[src/rtl/rf_pkg.sv]
// Shared defaults and address-width derivation for the scoreboarded register file.
package rf_pkg;
    localparam int DATA_W_DEF = 32;
    localparam int NREGS_DEF  = 32;
    localparam int NREAD_DEF  = 2;

    function automatic int addr_w(input int nregs);
        return $clog2(nregs);
    endfunction

    localparam int ADDR_W_DEF = addr_w(NREGS_DEF);
endpackage

[src/rtl/reg_file_sb_if.sv]
// Bundle of the register-file read/write/alloc signals, with views for the
// requester, the register file and its scoreboard.
interface reg_file_sb_if import rf_pkg::*; #(
    parameter int DATA_W = DATA_W_DEF,
    parameter int ADDR_W = ADDR_W_DEF,
    parameter int NREAD  = NREAD_DEF
);
    logic [NREAD*ADDR_W-1:0] rd_addr;
    logic [NREAD*DATA_W-1:0] rd_data;
    logic [NREAD-1:0]        rd_busy;
    logic                    wr_en;
    logic [ADDR_W-1:0]       wr_addr;
    logic [DATA_W-1:0]       wr_data;
    logic                    alloc_en;
    logic [ADDR_W-1:0]       alloc_addr;
    logic                    alloc_ready;
    logic [ADDR_W:0]         busy_cnt;
    logic                    alloc_err;

    modport master (
        output rd_addr, wr_en, wr_addr, wr_data, alloc_en, alloc_addr,
        input  rd_data, rd_busy, alloc_ready, busy_cnt, alloc_err
    );

    modport slave (
        input  rd_addr, wr_en, wr_addr, wr_data, alloc_en, alloc_addr,
        output rd_data, rd_busy, alloc_ready, busy_cnt, alloc_err
    );

    modport sb (
        input  rd_addr, wr_en, wr_addr, alloc_en, alloc_addr,
        output rd_busy, alloc_ready, busy_cnt, alloc_err
    );
endinterface

[src/rtl/rf_scoreboard.sv]
// Per-register busy tracking: reservation acceptance, busy count, sticky
// reservation-error flag and per-read-port busy indication.
module rf_scoreboard import rf_pkg::*; #(
    parameter int NREGS  = NREGS_DEF,
    parameter int NREAD  = NREAD_DEF,
    parameter int BYPASS = 1
) (
    input logic       clk,
    input logic       rst,
    reg_file_sb_if.sb bus
);
    localparam int ADDR_W = addr_w(NREGS);

    logic [NREGS-1:0]  busy;
    logic [NREGS-1:0]  busy_next;
    logic [ADDR_W:0]   cnt;
    logic              err;
    logic              wr_hit;
    logic              alloc_ok;
    logic              alloc_acc;
    logic              inc;
    logic              dec;
    logic [NREAD-1:0]  rd_busy_v;
    logic [ADDR_W-1:0] ra;

    assign wr_hit   = bus.wr_en && (bus.wr_addr != '0);
    assign alloc_ok = !busy[bus.alloc_addr]
                   || (bus.wr_en && (bus.wr_addr == bus.alloc_addr))
                   || (bus.alloc_addr == '0);
    assign alloc_acc = bus.alloc_en && alloc_ok && (bus.alloc_addr != '0);

    // Same-address write+alloc keeps the bit set, so it nets to no count change.
    assign inc = alloc_acc && !busy[bus.alloc_addr];
    assign dec = wr_hit && busy[bus.wr_addr]
              && !(alloc_acc && (bus.alloc_addr == bus.wr_addr));

    always_comb begin
        busy_next = busy;
        if (wr_hit) begin
            busy_next[bus.wr_addr] = 1'b0;
        end
        if (alloc_acc) begin
            busy_next[bus.alloc_addr] = 1'b1;
        end
    end

    always_ff @(posedge clk or posedge rst) begin
        if (rst) begin
            busy <= '0;
            cnt  <= '0;
            err  <= 1'b0;
        end else begin
            busy <= busy_next;
            unique case ({inc, dec})
                2'b10:   cnt <= cnt + (ADDR_W+1)'(1);
                2'b01:   cnt <= cnt - (ADDR_W+1)'(1);
                default: cnt <= cnt;
            endcase
            if (bus.alloc_en && !alloc_ok) begin
                err <= 1'b1;
            end
        end
    end

    always_comb begin
        rd_busy_v = '0;
        ra        = '0;
        for (int unsigned i = 0; i < NREAD; i++) begin
            ra = bus.rd_addr[i*ADDR_W +: ADDR_W];
            rd_busy_v[i] = busy[ra];
            if ((BYPASS != 0) && wr_hit && (bus.wr_addr == ra)) begin
                rd_busy_v[i] = 1'b0;
            end
        end
    end

    assign bus.rd_busy     = rd_busy_v;
    assign bus.alloc_ready = alloc_ok;
    assign bus.busy_cnt    = cnt;
    assign bus.alloc_err   = err;
endmodule

[src/rtl/reg_file_sb.sv]
// Multi-read, single-write register file with optional write-to-read forwarding
// and a busy-bit scoreboard for reserved destination registers.
module reg_file_sb import rf_pkg::*; #(
    parameter  int DATA_W = DATA_W_DEF,
    parameter  int NREGS  = NREGS_DEF,
    parameter  int NREAD  = NREAD_DEF,
    parameter  int BYPASS = 1,
    localparam int ADDR_W = addr_w(NREGS)
) (
    input  logic                    clk,
    input  logic                    rst,
    input  logic [NREAD*ADDR_W-1:0] rd_addr,
    output logic [NREAD*DATA_W-1:0] rd_data,
    output logic [NREAD-1:0]        rd_busy,
    input  logic                    wr_en,
    input  logic [ADDR_W-1:0]       wr_addr,
    input  logic [DATA_W-1:0]       wr_data,
    input  logic                    alloc_en,
    input  logic [ADDR_W-1:0]       alloc_addr,
    output logic                    alloc_ready,
    output logic [ADDR_W:0]         busy_cnt,
    output logic                    alloc_err
);
    reg_file_sb_if #(.DATA_W(DATA_W), .ADDR_W(ADDR_W), .NREAD(NREAD)) sb_bus ();

    logic [DATA_W-1:0]       mem [NREGS];
    logic [NREAD*DATA_W-1:0] rd_data_v;
    logic [ADDR_W-1:0]       ra;
    logic [DATA_W-1:0]       rd;

    assign sb_bus.rd_addr    = rd_addr;
    assign sb_bus.wr_en      = wr_en;
    assign sb_bus.wr_addr    = wr_addr;
    assign sb_bus.wr_data    = wr_data;
    assign sb_bus.alloc_en   = alloc_en;
    assign sb_bus.alloc_addr = alloc_addr;

    rf_scoreboard #(.NREGS(NREGS), .NREAD(NREAD), .BYPASS(BYPASS)) u_sb (
        .clk (clk),
        .rst (rst),
        .bus (sb_bus.sb)
    );

    always_ff @(posedge clk or posedge rst) begin
        if (rst) begin
            for (int unsigned r = 0; r < NREGS; r++) begin
                mem[r] <= '0;
            end
        end else if (sb_bus.wr_en && (sb_bus.wr_addr != '0)) begin
            mem[sb_bus.wr_addr] <= sb_bus.wr_data;
        end
    end

    always_comb begin
        rd_data_v = '0;
        ra        = '0;
        rd        = '0;
        for (int unsigned i = 0; i < NREAD; i++) begin
            ra = sb_bus.rd_addr[i*ADDR_W +: ADDR_W];
            rd = (ra == '0) ? '0 : mem[ra];
            if ((BYPASS != 0) && sb_bus.wr_en && (ra != '0) && (sb_bus.wr_addr == ra)) begin
                rd = sb_bus.wr_data;
            end
            rd_data_v[i*DATA_W +: DATA_W] = rd;
        end
    end

    assign sb_bus.rd_data = rd_data_v;

    assign rd_data     = sb_bus.rd_data;
    assign rd_busy     = sb_bus.rd_busy;
    assign alloc_ready = sb_bus.alloc_ready;
    assign busy_cnt    = sb_bus.busy_cnt;
    assign alloc_err   = sb_bus.alloc_err;
endmodule

[config.mk]
export PLATFORM = sky130hd
export DESIGN_NAME = reg_file_sb
export DESIGN_NICKNAME = d
export VERILOG_FILES = /design/src/rtl/rf_pkg.sv /design/src/rtl/reg_file_sb_if.sv /design/src/rtl/rf_scoreboard.sv /design/src/rtl/reg_file_sb.sv
export SDC_FILE = /design/constraint.sdc
export NUM_CORES = 2
export LEC_CHECK = 0
export CELL_PAD_IN_SITES_DETAIL_PLACEMENT = 0
export CELL_PAD_IN_SITES_GLOBAL_PLACEMENT = 1
export CORE_UTILIZATION = 50
export DETAILED_ROUTE_END_ITERATION = 12
export GPL_TIMING_DRIVEN = 1
export HOLD_SLACK_MARGIN = 0.12
export PLACE_DENSITY = 0.78
export REMOVE_ABC_BUFFERS = 1
export SLEW_MARGIN = 10
export SYNTH_ARGS = -nofsm -noshare
export SYNTH_HDL_FRONTEND = slang
export SYNTH_SLANG_ARGS = --single-unit
export TNS_END_PERCENT = 100
[constraint.sdc]
create_clock -name clk -period 39.7 [get_ports clk]
set_input_delay 5.955 -clock clk [delete_from_list [all_inputs] [get_ports clk]]
set_output_delay 5.955 -clock clk [all_outputs]
set_load 0.01 [all_outputs]
==> metrics list <==
* Run status: finished with violations
- The checks that failed: DRC.
- The most common cell in the synthesized netlist is dfrtp_1.
- Once detail routing completed, the nets flagged for antenna violations numbered 0.
* DRT iter0 DRCs: 2871
- Cell types with the highest counts after synthesis: dfrtp_1, mux2_2, mux4_2
- The core region is 114500 µm².
* WHS Endpoint: mem[1021]$_DFFE_PP0P_
- Worst-path fanout max: 57
* Register share of total power: 44.3%
* Width of the die: 342.0 µm
- Setup CP Type: input pin to output pin
- The worst register-to-register path begins at u_sb.busy[27]$_DFF_PP0_.
- Switching share of power: 26.46%
* Clock root cell: clkbuf_16
* Most frequently used flop master after synthesis: dfrtp_1
- Cts bufs inserted: 114
- For this run, design rule violations remaining after detail routing come to 34.
- For flop-to-flop paths, the worst setup slack is 36.29 ns.
- Share of total power in combinational logic: 21.4%
- Dividing the detail-routed via count by the number of cells gives 6.731.
- Of all flip-flops after synthesis, the portion carrying an async set or reset was 100.0%.
* Sequential share of the synthesized area: 46.03%
- Arrival @ worst endpoint: 10.94 ns
- The first detailed-routing pass took 9 iterations.
* Clock transition at the register clock pins on the worst setup and hold paths after CTS: 0.06 ns
* Initial cell density of the core: 50.47%
- Synthesis produced 3719 cells.
* Post-CTS Hold Buffers: 0
* Leakage power: 27.18 nW
- Vias in the first global route: 36.08k
- In this run the power spent charging and discharging nets is 0.0008598 W.
* Fraction of post-synthesis cell area in the top cell type by area: 46.03%
- Clock sink count: 1063
* Gates resized, CTS repair: 0
- Summing over every cut layer, the via total after detailed routing is 35.12k.
* Layout cells sized above 1: 51.84%
- Worst reg2reg path endpoint: u_sb.bus.busy_cnt[5]$_DFFE_PP0P_
- Headroom to the max-slew limit came out at 16.52%.
* Class of the tightest hold or removal check: flip-flop to flip-flop
- Wirelength per Cell: 31.75 µm
* Total wirelength of the detailed-routed design: 165700 µm
- The later pin in the worst-skew pair is clocked with a latency of 0.71 ns.
- Time the worst path needs with I/O delays and setup: 16.90 ns
- Met3 wire len: 11720 µm
* Setup repair bufs after CTS: 0
* Tot GR Track Use: 28.85%
- Dominant cells by area after synthesis: dfrtp_1, mux4_2, mux2_2
- The die is 342.0 µm tall.
- Dividing total power by cell area gives a power density of 50.81 nW/µm².
- The H-tree was split into 3 levels.
- Critical path capture point type: output pin
- In the final design database the tool counted 3677 nets.
- Overflow left after global routing: 0
- P&R area growth vs syn: 10.65%
* Storage element area: 26600 µm²
* Area of the multi-input gates: 29510 µm²
* Maximum number of pins on one net before global-route repair: 177
* Amount of wire on met2 after detailed routing: 78780 µm
- Data on the critical path is required at its endpoint by 33.74 ns.
- A synthesized cell averages 15.54 µm².
- Maximum buffer depth of the clock tree: 3
* Worst Reg-to-Reg Cells: 12
- Global placement routability congestion: 0.7889
* Int Pwr: 0.002389 W
* Fraction of the cycle the final worst path needs: 42.57%
- STA classifies the critical path startpoint as an input pin.
* Area of the mapped netlist: 57790 µm²
- Highest signal layer in the routed design: met4
- The final hold violation count came to 0.
- For this block, wires on met1 add up to 69440 µm.
- Hold Startpoint: mem[1021]$_DFFE_PP0P_
* RSZ-0062 raised after global routing: false
- Number of enable-type register cells in the synthesized netlist: 0
- In this run the tool buffered the top-level ports with 129 buffer cells.
* Worst supply voltage drop on vdd: 0.03550 mV
- Setup total negative slack on the finished layout was measured at 0 ns.
- The tool flagged a number of max-cap violations equal to 0.
* Dominant cell type by area after synthesis: dfrtp_1
- After floorplanning, the core was divided into 124 placement rows.
* Post-detail-place hpwl: 87600 µm
- At the pin with the least slew margin, the transition time is 1.248 ns.
- Number of warnings reported in the yosys synthesis log: 0
- Post-layout power: 0.003249 W
* Flop and latch count out of synthesis: 1063
- Setup violations, final: 0
* Maximum clock rate: 59.17 MHz
* Netlist cell types: 59
* Clock tree from TritonCTS: built
- Number of stages on the worst hold path: 0
- Wire length of the first global-routing pass: 246800 µm
- Clock share of power: 34.2%
- The number of pins exceeding their max-slew limit in the final report is 0.
- The die covers 116900 µm².
- Initial antenna violation count: 1
- The filler cells instantiated in the layout total 9026.
- For this design the top-level I/O count stands at 130.
- Worst-case clock skew: 0.01293 ns
[routing by layer]
layer / up-vias / GRT usage (%)
li1: 14340 / -
met1: 19250 / 40.45
met2: 1244 / 45.31
met3: 287 / 5.770
met4: 0 / 9.645
met5: - / 0
[worst max-delay path: stages]
cell,delay (ns)
buf_8,0.46
buf_4,0.77
buf_4,0.76
buf_4,0.72
mux4_1,0.64
mux4_2,0.45
or2_0,0.21
a32o_1,0.31
clkdlybuf4s50_1,0.50
[sequential cells by signal (all words and copies together) (netlist names)]
signal and cells:
u_sb.bus.alloc_err 1, u_sb.bus.busy_cnt 6, u_sb.busy 32, mem 1024
[how the worst max path moves through the flow]
stage                    start                 end  slack [ns]  cells after the start
finish              rd_addr[5]         rd_data[48]       22.80                      9
global route        rd_addr[5]         rd_data[48]       22.43                      9
CTS                 rd_addr[5]         rd_data[48]       22.64                      9
detailed placement  rd_addr[5]         rd_data[48]       22.64                      9
global placement    rd_addr[5]         rd_data[48]       22.65                      9
floorplan                  rst  mem[0]$_DFFE_PP0P_        3.82                      1
[cell type report]
cell class	instances	share of cell area (%)
diodes	1	0.003913
well taps	1512	2.959
multi-input cells	2210	46.15
clock buffers	160	5.158
repair buffers	217	3.117
clock inverters	45	0.9529
inverters	9	0.06457
flip-flops and latches	1063	41.60
[through the flow]
step                      std cells  setup WS (ns)  cell area [µm²]  hold slack (ns)  utilization (%)
final                          5217          22.80            63940           0.3928            55.85
after detailed placement       5011          22.64            60030           0.3820            52.43
after global routing           5216          22.43            63940           0.4081            55.84
after floorplan                3282          3.823            55870           0.3627                -
after global placement         5011          22.65            60030           0.3754            52.43
after CTS                      5216          22.64            63940           0.3957            55.84
[cell families (layout without fill, tap and decap cells)]
logic type | count (synthesis) | in the layout | synth area share, %
multiplexers | 1718 | 1718 | 45.10
buffers and inverters | 446 | 431 | 3.377
AO/OA/AOI/OAI | 286 | 286 | 3.336
XOR/XNOR | 20 | 20 | 0.3031
AND/OR/NAND/NOR | 180 | 180 | 1.708
other | 0 | 1 | 0
flip-flops | 1063 | 1063 | 46.03
adder cells (fa/ha/maj) | 6 | 6 | 0.1429
[placed cells by master (no fill, tap or decap), drive strengths merged, types with 31 or more instances in the layout]
| cell type | Yosys | routed |
|---|---|---|
| nand2 | 43 | 43 |
| mux2i | 117 | 117 |
| a32o | 31 | 31 |
| clkinv | 0 | 31 |
| dfrtp | 1063 | 1063 |
| nor2b | 56 | 56 |
| buf | 204 | 97 |
| mux4 | 606 | 606 |
| clkdlybuf4s50 | 0 | 120 |
| clkbuf | 233 | 160 |
| o21ai | 53 | 53 |
| a211oi | 49 | 49 |
| mux2 | 995 | 995 |
| a21oi | 83 | 83 |
[power by group through the flow]
stage | sequential, W | clock [W] | combinational (W)
2_1_floorplan | 0.00141 | 0 | 0.000504
3_3_place_gp | 0.00144 | 0 | 0.000685
3_5_place_dp | 0.00145 | 0 | 0.000698
4_1_cts | 0.00144 | 0.00113 | 0.000701
5_1_grt | 0.00147 | 0.00117 | 0.000745
6_report | 0.00144 | 0.00111 | 0.000697
Power figures use the tool's default switching activity.
==> edit (same flow settings) <==
Change the package constant `NREGS_DEF` from 32 to 16.
--- a/src/rtl/rf_pkg.sv
+++ b/src/rtl/rf_pkg.sv
@@ -1,7 +1,7 @@
 // Shared defaults and address-width derivation for the scoreboarded register file.
 package rf_pkg;
     localparam int DATA_W_DEF = 32;
-    localparam int NREGS_DEF  = 32;
+    localparam int NREGS_DEF  = 16;
     localparam int NREAD_DEF  = 2;
 
     function automatic int addr_w(input int nregs);
Interface: changed (resized alloc_addr, busy_cnt, rd_addr and wr_addr); port bits go from 130 to 125. No check against the original RTL was run, so the function may have changed too.
==> edit against the unedited design <==
- cell area decreased by 48%
- setup slack gained 1.3 ns
- synthesized cell count down 47%
- sequential cell count is 529 lower
- synthesized area shrank 49%
- power down 46%
- routed wire length shrank 53%
- largest cell class unchanged
- sequential share of layout area decreased by 1.1 points
- critical endpoint is now rd_data[45]
- count of clock-buffer cells in the layout decreased by 73
==> edit: results (changes against the unedited design) <==
[grt]
grt_max_degree = 127  ; was 177
grt_pass1_wl_mm = 121  ; was 247 mm
antenna_found_initial = 0  ; was 1
grtUsageTotal = 0.268  ; was 0.289
use_met2 = 0.430  ; was 0.453
use_met1 = 0.384  ; was 0.404
grt_use_met3 = 0.0401  ; was 0.0577
grt_pass1_vias = 19400  ; was 36100

[pwr]
ir_worst_vdd_uv = 36.1  ; was 35.5 µV
power.switching_uw = 475  ; was 860 µW
p_leak_nw = 13.6  ; was 27.2 nW

[critical_path]
path_max_fanout = 55  ; was 57
r2r_cells = 11  ; was 12
cp_slowest_stage_delay_ns = 0.81  ; was 0.77 ns
critPathTopFamily = buffers and inverters  ; unchanged
crit_arrival_ns = 9.65  ; was 10.94 ns

[cells_and_area]
fin_cells = 2765  ; was 5217
antennaDiodeCount = 0  ; was 1
multi_input_gates = 1186  ; was 2210
nNonClkBuffers = 162  ; was 217
clockNetworkAreaShare = 0.0629  ; was 0.0611
regArea_um2 = 13400  ; was 26600 µm²
clock_buffers = 87  ; was 160
drive_gt1_frac = 0.451  ; was 0.518
multiInputGateArea_um2 = 15000  ; was 29500 µm²
n_all_inverters = 14  ; was 9
fillers = 4480  ; was 9026
largest_register_ffs = 512  ; was 1024
area_share_nonclk_buffers = 0.0464  ; was 0.0312
largest_register = mem  ; unchanged
nNetsFinal = 2014  ; was 3677

[clock_network]
cts-root-buf = clkbuf_16  ; unchanged
htreeDepth = 2  ; was 3
clock_latency_ns = 0.62  ; was 0.71 ns
numCtsBuffers = 59  ; was 114

[place]
routabilityCongestion = 0.793  ; was 0.789
placed_cells = 2661  ; was 5011
dp_hpwl_mm = 43.4  ; was 87.6 mm
port_buffers = 124  ; was 129

[logic_synthesis]
synth-seq-area-share = 0.456  ; was 0.460
synth_area_leaders = dfrtp_1, mux4_2, mux2_2  ; unchanged
synthFlopType = dfrtp_1  ; unchanged
ys_seq_elements = 534  ; was 1063
postSynthAreaPerCell_um2 = 14.9  ; was 15.5 µm²
synth_common_cells = dfrtp_1, mux2_2, mux4_2, clkbuf_1, buf_2  ; unchanged
synthDistinctLibCells = 46  ; was 59

[sta]
maxSlewHeadroom = 0.226  ; was 0.165
finClkSkew_ns = 0.00362  ; was 0.0129 ns

[routing]
dr.pass1.iters = 5  ; was 9
vias_per_cell = 6.52  ; was 6.73
wl_mm = 77.5  ; was 166 mm
drt_iter0_drc = 1364  ; was 2871

[run_status]
outcome = completed  ; was complete, but fails checks

[min_path]
hold_depth = 0  ; unchanged
hold_class = reg2reg  ; unchanged

[edit: metrics by stage]
stage               instance area [µm²]  setup slack, ns
floorplan                         28300            18.82
global placement                  30900            24.10
detailed placement                30900            24.07
CTS                               33000            24.06
global route                      33000            23.90
finish                            33000            24.09
[edit: logic make-up (layout without fill, tap and decap cells)]
kind of cell / after synthesis / in the layout / share of synthesized area
AO/OA/AOI/OAI: 196 / 196 / 0.0492
XOR/XNOR: 16 / 16 / 0.00478
buffers and inverters: 246 / 280 / 0.0372
multiplexers: 854 / 854 / 0.431
flip-flops: 534 / 534 / 0.456
adder cells (fa/ha/maj): 5 / 5 / 0.00239
AND/OR/NAND/NOR: 115 / 115 / 0.0199
[edit: power groups by stage]
stage,registers [mW],clock network [mW],logic [mW]
after floorplan,0.734,0,0.310
after global placement,0.755,0,0.421
after detailed placement,0.766,0,0.431
after CTS,0.756,0.590,0.433
after global routing,0.776,0.613,0.462
final,0.758,0.580,0.429
[edit: worst paths after layout]
kind                                             end     startpoint  slack, ns
min in group asynchronous                   mem[497]            rst       5.89
worst max-delay path                     rd_data[45]     rd_addr[6]      24.09
worst max register to register  u_sb.bus.busy_cnt[4]  u_sb.busy[10]      36.50
worst min register to register              mem[487]       mem[487]       0.39
worst min-delay path                        mem[487]       mem[487]       0.39
max in group asynchronous                   mem[472]            rst      30.72
[edit: worst reg2reg max path: stages (launching register included)]
cell and delay, ns:
dfrtp_1 0.45, mux4_1 0.52, mux2_2 0.34, o31ai_1 0.24, nand2_1 0.09, ha_1 0.29
fa_1 0.43, a21o_1 0.19, a21oi_1 0.17, xor2_1 0.16, nor2_1 0.06, xor2_1 0.14
[edit: per-layer routing]
metal	vias to the layer above	share of wire
li1	7546	-
met1	9822	0.44
met2	520	0.48
met3	128	0.054
met4	0	0.023
met5	-	0
